### src/rtl/matrix_arbiter.sv
// Round-robin arbiter granting two requesters onto one shared matrix-vector engine.
// Define MATRIX_ARB_TIMEOUT_EN to add a RUN-state timeout that returns rsp_err=1.
module matrix_arbiter #(
  parameter int W        = 8,
  parameter int R        = 3,
  parameter int C        = 3,
  parameter int HOLD_CYC = 2,
  parameter int TIMEOUT  = 64
) (
  input  logic                 clk,
  input  logic                 reset,
  input  logic                 req0_valid,
  output logic                 req0_ready,
  input  logic [W*C-1:0]       req0_x,
  input  logic [W*R*C-1:0]     req0_m,
  input  logic [W*R-1:0]       req0_b,
  input  logic                 req1_valid,
  output logic                 req1_ready,
  input  logic [W*C-1:0]       req1_x,
  input  logic [W*R*C-1:0]     req1_m,
  input  logic [W*R-1:0]       req1_b,
  output logic                 rsp0_valid,
  output logic [3*W*R-1:0]     rsp0_y,
  output logic                 rsp1_valid,
  output logic [3*W*R-1:0]     rsp1_y,
  output logic                 rsp_err,
  output logic                 eng_hold,
  output logic [W*C-1:0]       eng_x,
  output logic [W*R*C-1:0]     eng_m,
  output logic [W*R-1:0]       eng_b,
  input  logic [3*W*R-1:0]     eng_y,
  input  logic                 eng_done,
  output logic                 busy
);

  localparam int XW  = W*C;
  localparam int MW  = W*R*C;
  localparam int BW  = W*R;
  localparam int YW  = 3*W*R;
  localparam int HCW = (HOLD_CYC > 1) ? $clog2(HOLD_CYC) : 1;

  localparam logic [1:0] S_IDLE = 2'd0;
  localparam logic [1:0] S_LOAD = 2'd1;
  localparam logic [1:0] S_RUN  = 2'd2;

  if (HOLD_CYC < 1 || TIMEOUT < 1) begin : g_param_check
    $error("matrix_arbiter: HOLD_CYC and TIMEOUT must be at least 1");
  end

  logic [1:0]     state_q, state_d;
  logic [HCW-1:0] hold_cnt_q, hold_cnt_d;
  logic           owner_q, owner_d;
  logic           last_q, last_d;
  logic [XW-1:0]  x_q, x_d;
  logic [MW-1:0]  m_q, m_d;
  logic [BW-1:0]  b_q, b_d;
  logic [YW-1:0]  y0_q, y0_d;
  logic [YW-1:0]  y1_q, y1_d;
  logic           v0_q, v0_d;
  logic           v1_q, v1_d;

`ifdef MATRIX_ARB_TIMEOUT_EN
  localparam int TCW = (TIMEOUT > 1) ? $clog2(TIMEOUT) : 1;
  logic [TCW-1:0] run_cnt_q, run_cnt_d;
  logic           err_q, err_d;
`endif

  logic idle;
  logic win1;
  logic xfer;

  assign idle = (state_q == S_IDLE);

  // Both valid: the side not granted last wins; otherwise whichever is valid.
  always_comb begin
    if (req0_valid && req1_valid) win1 = ~last_q;
    else                          win1 = req1_valid;
  end

  assign req0_ready = !reset && idle && req0_valid && !win1;
  assign req1_ready = !reset && idle && req1_valid &&  win1;
  assign xfer       = req0_ready || req1_ready;

  always_comb begin
    state_d    = state_q;
    hold_cnt_d = hold_cnt_q;
    owner_d    = owner_q;
    last_d     = last_q;
    x_d        = x_q;
    m_d        = m_q;
    b_d        = b_q;
    y0_d       = y0_q;
    y1_d       = y1_q;
    v0_d       = 1'b0;
    v1_d       = 1'b0;
`ifdef MATRIX_ARB_TIMEOUT_EN
    run_cnt_d  = run_cnt_q;
    err_d      = 1'b0;
`endif
    case (state_q)
      S_IDLE: begin
        if (xfer) begin
          state_d    = S_LOAD;
          hold_cnt_d = '0;
          owner_d    = win1;
          last_d     = win1;
          x_d        = win1 ? req1_x : req0_x;
          m_d        = win1 ? req1_m : req0_m;
          b_d        = win1 ? req1_b : req0_b;
        end
      end
      S_LOAD: begin
        if (hold_cnt_q == HCW'(HOLD_CYC - 1)) begin
          state_d = S_RUN;
`ifdef MATRIX_ARB_TIMEOUT_EN
          run_cnt_d = '0;
`endif
        end else begin
          hold_cnt_d = hold_cnt_q + HCW'(1);
        end
      end
      S_RUN: begin
        if (eng_done) begin
          state_d = S_IDLE;
          if (owner_q) begin
            y1_d = eng_y;
            v1_d = 1'b1;
          end else begin
            y0_d = eng_y;
            v0_d = 1'b1;
          end
        end
`ifdef MATRIX_ARB_TIMEOUT_EN
        // Timeout pulses the owner's valid but leaves its result untouched.
        else if (run_cnt_q == TCW'(TIMEOUT - 1)) begin
          state_d = S_IDLE;
          err_d   = 1'b1;
          if (owner_q) v1_d = 1'b1;
          else         v0_d = 1'b1;
        end else begin
          run_cnt_d = run_cnt_q + TCW'(1);
        end
`endif
      end
      default: state_d = S_IDLE;
    endcase
  end

  always_ff @(posedge clk) begin
    if (reset) begin
      state_q    <= S_IDLE;
      hold_cnt_q <= '0;
      owner_q    <= 1'b0;
      last_q     <= 1'b1;
      x_q        <= '0;
      m_q        <= '0;
      b_q        <= '0;
      y0_q       <= '0;
      y1_q       <= '0;
      v0_q       <= 1'b0;
      v1_q       <= 1'b0;
`ifdef MATRIX_ARB_TIMEOUT_EN
      run_cnt_q  <= '0;
      err_q      <= 1'b0;
`endif
    end else begin
      state_q    <= state_d;
      hold_cnt_q <= hold_cnt_d;
      owner_q    <= owner_d;
      last_q     <= last_d;
      x_q        <= x_d;
      m_q        <= m_d;
      b_q        <= b_d;
      y0_q       <= y0_d;
      y1_q       <= y1_d;
      v0_q       <= v0_d;
      v1_q       <= v1_d;
`ifdef MATRIX_ARB_TIMEOUT_EN
      run_cnt_q  <= run_cnt_d;
      err_q      <= err_d;
`endif
    end
  end

  // Outputs are forced to their reset values for the whole time reset is high.
  assign busy       = !reset && !idle;
  assign eng_hold   = reset || (state_q != S_RUN);
  assign eng_x      = reset ? '0 : x_q;
  assign eng_m      = reset ? '0 : m_q;
  assign eng_b      = reset ? '0 : b_q;
  assign rsp0_valid = !reset && v0_q;
  assign rsp1_valid = !reset && v1_q;
  assign rsp0_y     = reset ? '0 : y0_q;
  assign rsp1_y     = reset ? '0 : y1_q;

`ifdef MATRIX_ARB_TIMEOUT_EN
  assign rsp_err = !reset && err_q;
`else
  assign rsp_err = 1'b0;
`endif

endmodule

### config.mk
export PLATFORM = sky130hd
export DESIGN_NAME = matrix_arbiter
export DESIGN_NICKNAME = d
export VERILOG_FILES = /design/src/rtl/matrix_arbiter.sv
export SDC_FILE = /design/constraint.sdc
export NUM_CORES = 1
export LEC_CHECK = 0
export ABC_AREA = 1
export BUFFER_PORTS_ARGS = -buffer_cell sky130_fd_sc_hd__buf_2
export CAP_MARGIN = 20
export CORE_AREA = 2 2 232 234
export CTS_BUF_LIST = sky130_fd_sc_hd__clkbuf_16
export DETAILED_ROUTE_END_ITERATION = 8
export DIE_AREA = 0 0 234 236
export PLACE_DENSITY_LB_ADDON = 0.12
export SLEW_MARGIN = 40
export SYNTH_ARGS = -nofsm -noshare
export SYNTH_HDL_FRONTEND = slang
export SYNTH_SLANG_ARGS = --single-unit
export TNS_END_PERCENT = 30
### constraint.sdc
create_clock -name clk -period 1.4 [get_ports clk]
set_input_delay 0.14 -clock clk [delete_from_list [all_inputs] [get_ports clk]]
set_output_delay 0.14 -clock clk [all_outputs]
set_load 0.05 [all_outputs]
* Yosys cells after proc, flatten, opt, wreduce, memory -nomap -nowiden
Cells that the tools add are included.
Operators by class: order comparisons 0, divide/modulo/power cells 0, bitwise operators 4, reductions and logical operators 22, multipliers 0, equal/unequal tests 6, muxes and demuxes 18, add/sub/neg operators 1, shift-type cells 0
Operators by type and width (count):
- two-way mux 72 bit | 4
- two-way mux 24 bit | 4
- logical AND 1 bit | 9
- AND reduction 3 bit | 3
- two-way mux 2 bit | 3
- inequality test 2 bit, second input constant | 3
- one-hot mux 2 bit (3 select lines) | 1
- two-way mux 1 bit | 5
- NOT 1 bit | 4
- AND reduction 2 bit | 2
- zero test 1 bit | 3
- OR reduction 3 bit | 1
- == test 2 x 1 -> 1 bit, second input constant | 1
- == test 2 bit, second input constant | 1
- zero test 2 bit | 1
- logical OR 1 bit | 2
- inequality test 2 x 1 -> 1 bit, second input constant | 1
- one-hot mux 1 bit (2 select lines) | 1
- nonzero test 2 bit | 1
- adder 1 bit, second input constant | 1
Word-level totals: register bits after elaboration 271, latch bits 0, memory bits (writable) 0, ROM bits 0, memories 0, output and inout bits 271

* Depth between registers and ports, before layout
word-level depth 7, depth in mapped cells 10

* Least setup slack after synthesis
OpenSTA, ideal clock, no wires.
path kind reg2out, start register last_q, end output port req0_ready, required time 1.260 ns, cell stages (with the launch flop) 6, data arrival time 1.464 ns, setup slack -0.204 ns, cell sequence dfxtp_1 nand2_1 nand2_1 buf_2 inv_1 nor2_1
On the way: longest elaborated chain between the ends 4
Ends and longest elaborated chain:
- start: declaration | RTL line 53 | logic last_q, last_d;
- start signal: assignment | RTL line 170 | last_q <= last_d;
- NOT 1 bit | RTL line 76 | if (req0_valid && req1_valid) win1 = ~last_q;
- two-way mux 1 bit | RTL line 76
- zero test 1 bit | RTL line 80 | assign req0_ready = !reset && idle && req0_valid && !win1;
- logical AND 1 bit | RTL line 80
- end: declaration | RTL line 13 | output logic req0_ready,
No other way between the ends.

* Final worst setup path
start register state_q[0], end register y1_q[14]
On the way: longest elaborated chain between the ends 2
Ends and longest elaborated chain:
- start: declaration | RTL line 50 | logic [1:0] state_q, state_d;
- start signal: assignment | RTL line 167 | state_q <= state_d;
- == test 2 bit | RTL line 100 | case (state_q)
- AND reduction 3 bit (no line)
- end signal: assignment | RTL line 175 | y1_q <= y1_d;
- end: declaration | RTL line 58 | logic [YW-1:0] y1_q, y1_d;
No other way between the ends. A chain may end at the register's enable or synchronous reset.

==> flow_summary.toml <==
[setup_path]
arrival_ns = 2.07
slowest_delay_ns = 0.34
crit_fanout = 15
critPathTopFamily = "buffers and inverters"
reg2reg_depth = 9
timing.rr.end = "y1_q[14]$_SDFFE_PP0P_"
path_cells = "buf_6 > nor2_1 > buf_4 > buf_4 > nand3_4 > buf_6 > buf_16 > buf_8 > a21oi_2"
cp_slowest_cell = "dfxtp_2"
required_ns = 1.87
criticalPathCategory = "flop to flop"
worst-r2r-setup-slack_ns = -0.21
crit_buf_inv = 6
critPathLaunch = "state_q[0]$_SDFFE_PP0P_"
critPathLaunchType = "flop"
r2r_start = "state_q[0]$_SDFFE_PP0P_"
worstSetupEndpointType = "flop"

[final_layout]
num-fill-cells = 5678
syn2layout_area_growth_pct = 69.6
final_net_count = 3283
regArea_um2 = 5450
multi_input_area_um2 = 6960
drive_gt1_share_pct = 35.7

[placed_design]
port_buffers = 586
hpwl_um = 38100
gp_congestion = 0.861

[timing]
layout_setup_ws_ns = -0.207
post-route-period-util_pct = 115
clock_skew_ns = 0.00819
fin_crit_ns = 1.61
fin_setup_tns_ns = -26.22
finalHoldViolCount = 0
rsz0062_at_grt = "yes"
hold_slack_ns = 0.0158
clock.fmax_mhz = 622
tightest_slew_ns = 0.675
slew_headroom_pct = 55.0
setup_viol = 263
finalMaxSlewViolations = 0

[grt]
antenna_found_initial = 1
grt_max_degree = 106
grt_overflow = 0
grtUsageTotal_pct = 18.6
grt_pass1_vias = 15500
grt_pass1_wl_um = 82000

[yosys]
synthesis.instances = 2243
yosysWarnings = 0
ys_seq_area_share_pct = 40.3
synth_area_per_cell_um2 = 6.00
synth_cell_type_count = 16
synth_seq_cells = 271
netlist_area_um2 = 13500
syn_nets = 2560

[floorplan]
rows = 85
die_width_um = 234
dieArea_um2 = 55200
die_h_um = 236
core_region_area_um2 = 53100
io_pins = 588
initial_core_util_pct = 25.4

[status]
outcome = "finished, violations left"
failed_checks = "negative setup slack"

[power]
total_power_mw = 22.2
seqPwrFrac_pct = 37.3
peakVddDrop_mv = 0.582
power.leakage_nw = 11.3
clockPowerShare_pct = 37.8
p_switching_mw = 7.05
switching_share_pct = 31.7
powerDensity_nw_per_um2 = 972
intPower_mw = 15.2
power_frac_comb_pct = 24.9

[drt]
drc = 0
drtIter0Drc = 651
drtPass1Iterations = 5
ant_nets = 0
wl_per_cell_um = 15.0
dr_total_vias = 15900
via_per_inst = 4.32
wirelength_um = 55500

[cts]
cts_tree = "done"
cts_sinks = 271
clock_latency_ns = 0.54
cts-root-buf = "clkbuf_16"
cts_buffers = 35
clk_pin_slew_ns = 0.06
cts.path.max_buffers = 3
htree_levels = 2

[hold_path]
hold_class = "input pin to flop"
hp-start = "req0_x[22]"
worstHoldPathCells = 7
min_to = "x_q[22]$_SDFFE_PP0P_"

[run]
maxCapViolCount = 0
state kept, by name (all words and copies together), names as in the netlist:
name	flops
b_q	24
hold_cnt_q	1
last_q	1
m_q	72
owner_q	1
state_q	2
v0_q	1
v1_q	1
x_q	24
y0_q	72
y1_q	72
per-stage QoR:
stage	cells	area, um2	utilization, %	setup WS [ns]
global placement	3450	17700	33.3	-0.0841
detailed placement	3450	17700	33.3	-0.112
CTS	3671	21800	41.1	-0.261
floorplan	2243	13500	-	-0.116
finish	3689	22800	43.0	-0.207
global route	3689	22800	43.0	-0.298
logic make-up (layout without fill, tap and decap cells):
kind of cell    after synthesis  count (layout)  synth area share, %
simple gates               1132            1132                 32.8
other cells                   1               2               0.0278
flops                       271             271                 40.3
buf+inv                     548            1297                 16.0
compound gates              291             291                 10.9
synth_stat cells (all sizes together):
master,number,area (um2)
a21oi,146,742
buf,59,319
clkbuf,96,360
conb,1,3.75
dfxtp,271,5430
inv,393,1480
nand2,490,1840
nand3,126,641
nor2,516,1940
o21ai,144,721
o22ai,1,6.26
per-layer routing:
metal	share of wire, %	track usage [%]	routed length, um	vias to the layer above
met1	42	22.7	23500	7240
met4	3.3	6.90	1850	0
li1	-	-	-	8125
met2	48	31.7	26800	491
met3	5.9	4.23	3270	90
met5	0	0	0	-
worst max-delay path by stage:
stage,to,slack (ns),depth (start not counted)
floorplan,rsp0_y[57],-0.12,4
finish,y1_q[14]$_SDFFE_PP0P_,-0.21,9
detailed placement,b_q[11]$_SDFFE_PP0P_,-0.11,8
CTS,req1_ready,-0.26,7
global route,y1_q[3]$_SDFFE_PP0P_,-0.30,9
global placement,b_q[1]$_SDFFE_PP0P_,-0.08,8
power groups by stage:
stage | sequential (mW) | combinational [mW] | clock, mW
floorplan | 8.37 | 2.57 | 0
global placement | 8.42 | 4.08 | 0
detailed placement | 8.43 | 4.09 | 0
CTS | 8.27 | 5.10 | 8.69
global route | 8.32 | 6.01 | 9.01
finish | 8.28 | 5.52 | 8.40
cell usage in the layout, fill, tap and decap left out, drive strengths merged:
master and n:
dlygate4sd3 130, clkinvlp 2, clkbuf 46, conb 1
bufinv 1, diode 1, a21oi 146, buf 700
o21ai 144, o22ai 1, clkinv 17, dfxtp 271
nor2 516, nand2 490, nand3 126, inv 401
worst reg2reg max path, cell delays in order (launching register included):
cell and delay (ns):
dfxtp_2 0.34, buf_6 0.12, nor2_1 0.09, buf_4 0.14
buf_4 0.11, nand3_4 0.12, buf_6 0.17, buf_16 0.15
buf_8 0.17, a21oi_2 0.13
area by class of cell:
type,count,share of cell area (%)
Antenna cell,1,0.0110
Clock buffer,35,3.83
Clock inverter,28,0.734
Inverter,393,6.49
Multi-Input combinational cell,1424,30.5
Sequential cell,271,23.8
Tap cell,696,3.81
Timing Repair Buffer,841,30.8
what timing repair did:
action	4_1_cts	5_1_grt
endpoints found under the setup margin	354	461
resized for setup	522	272
cloned	11	15
hold endpoints to repair	195	0
buffers inserted	18	10
pin swaps	68	138
hold buffers	130	0
Note: power is estimated with default switching activity, not from simulation.
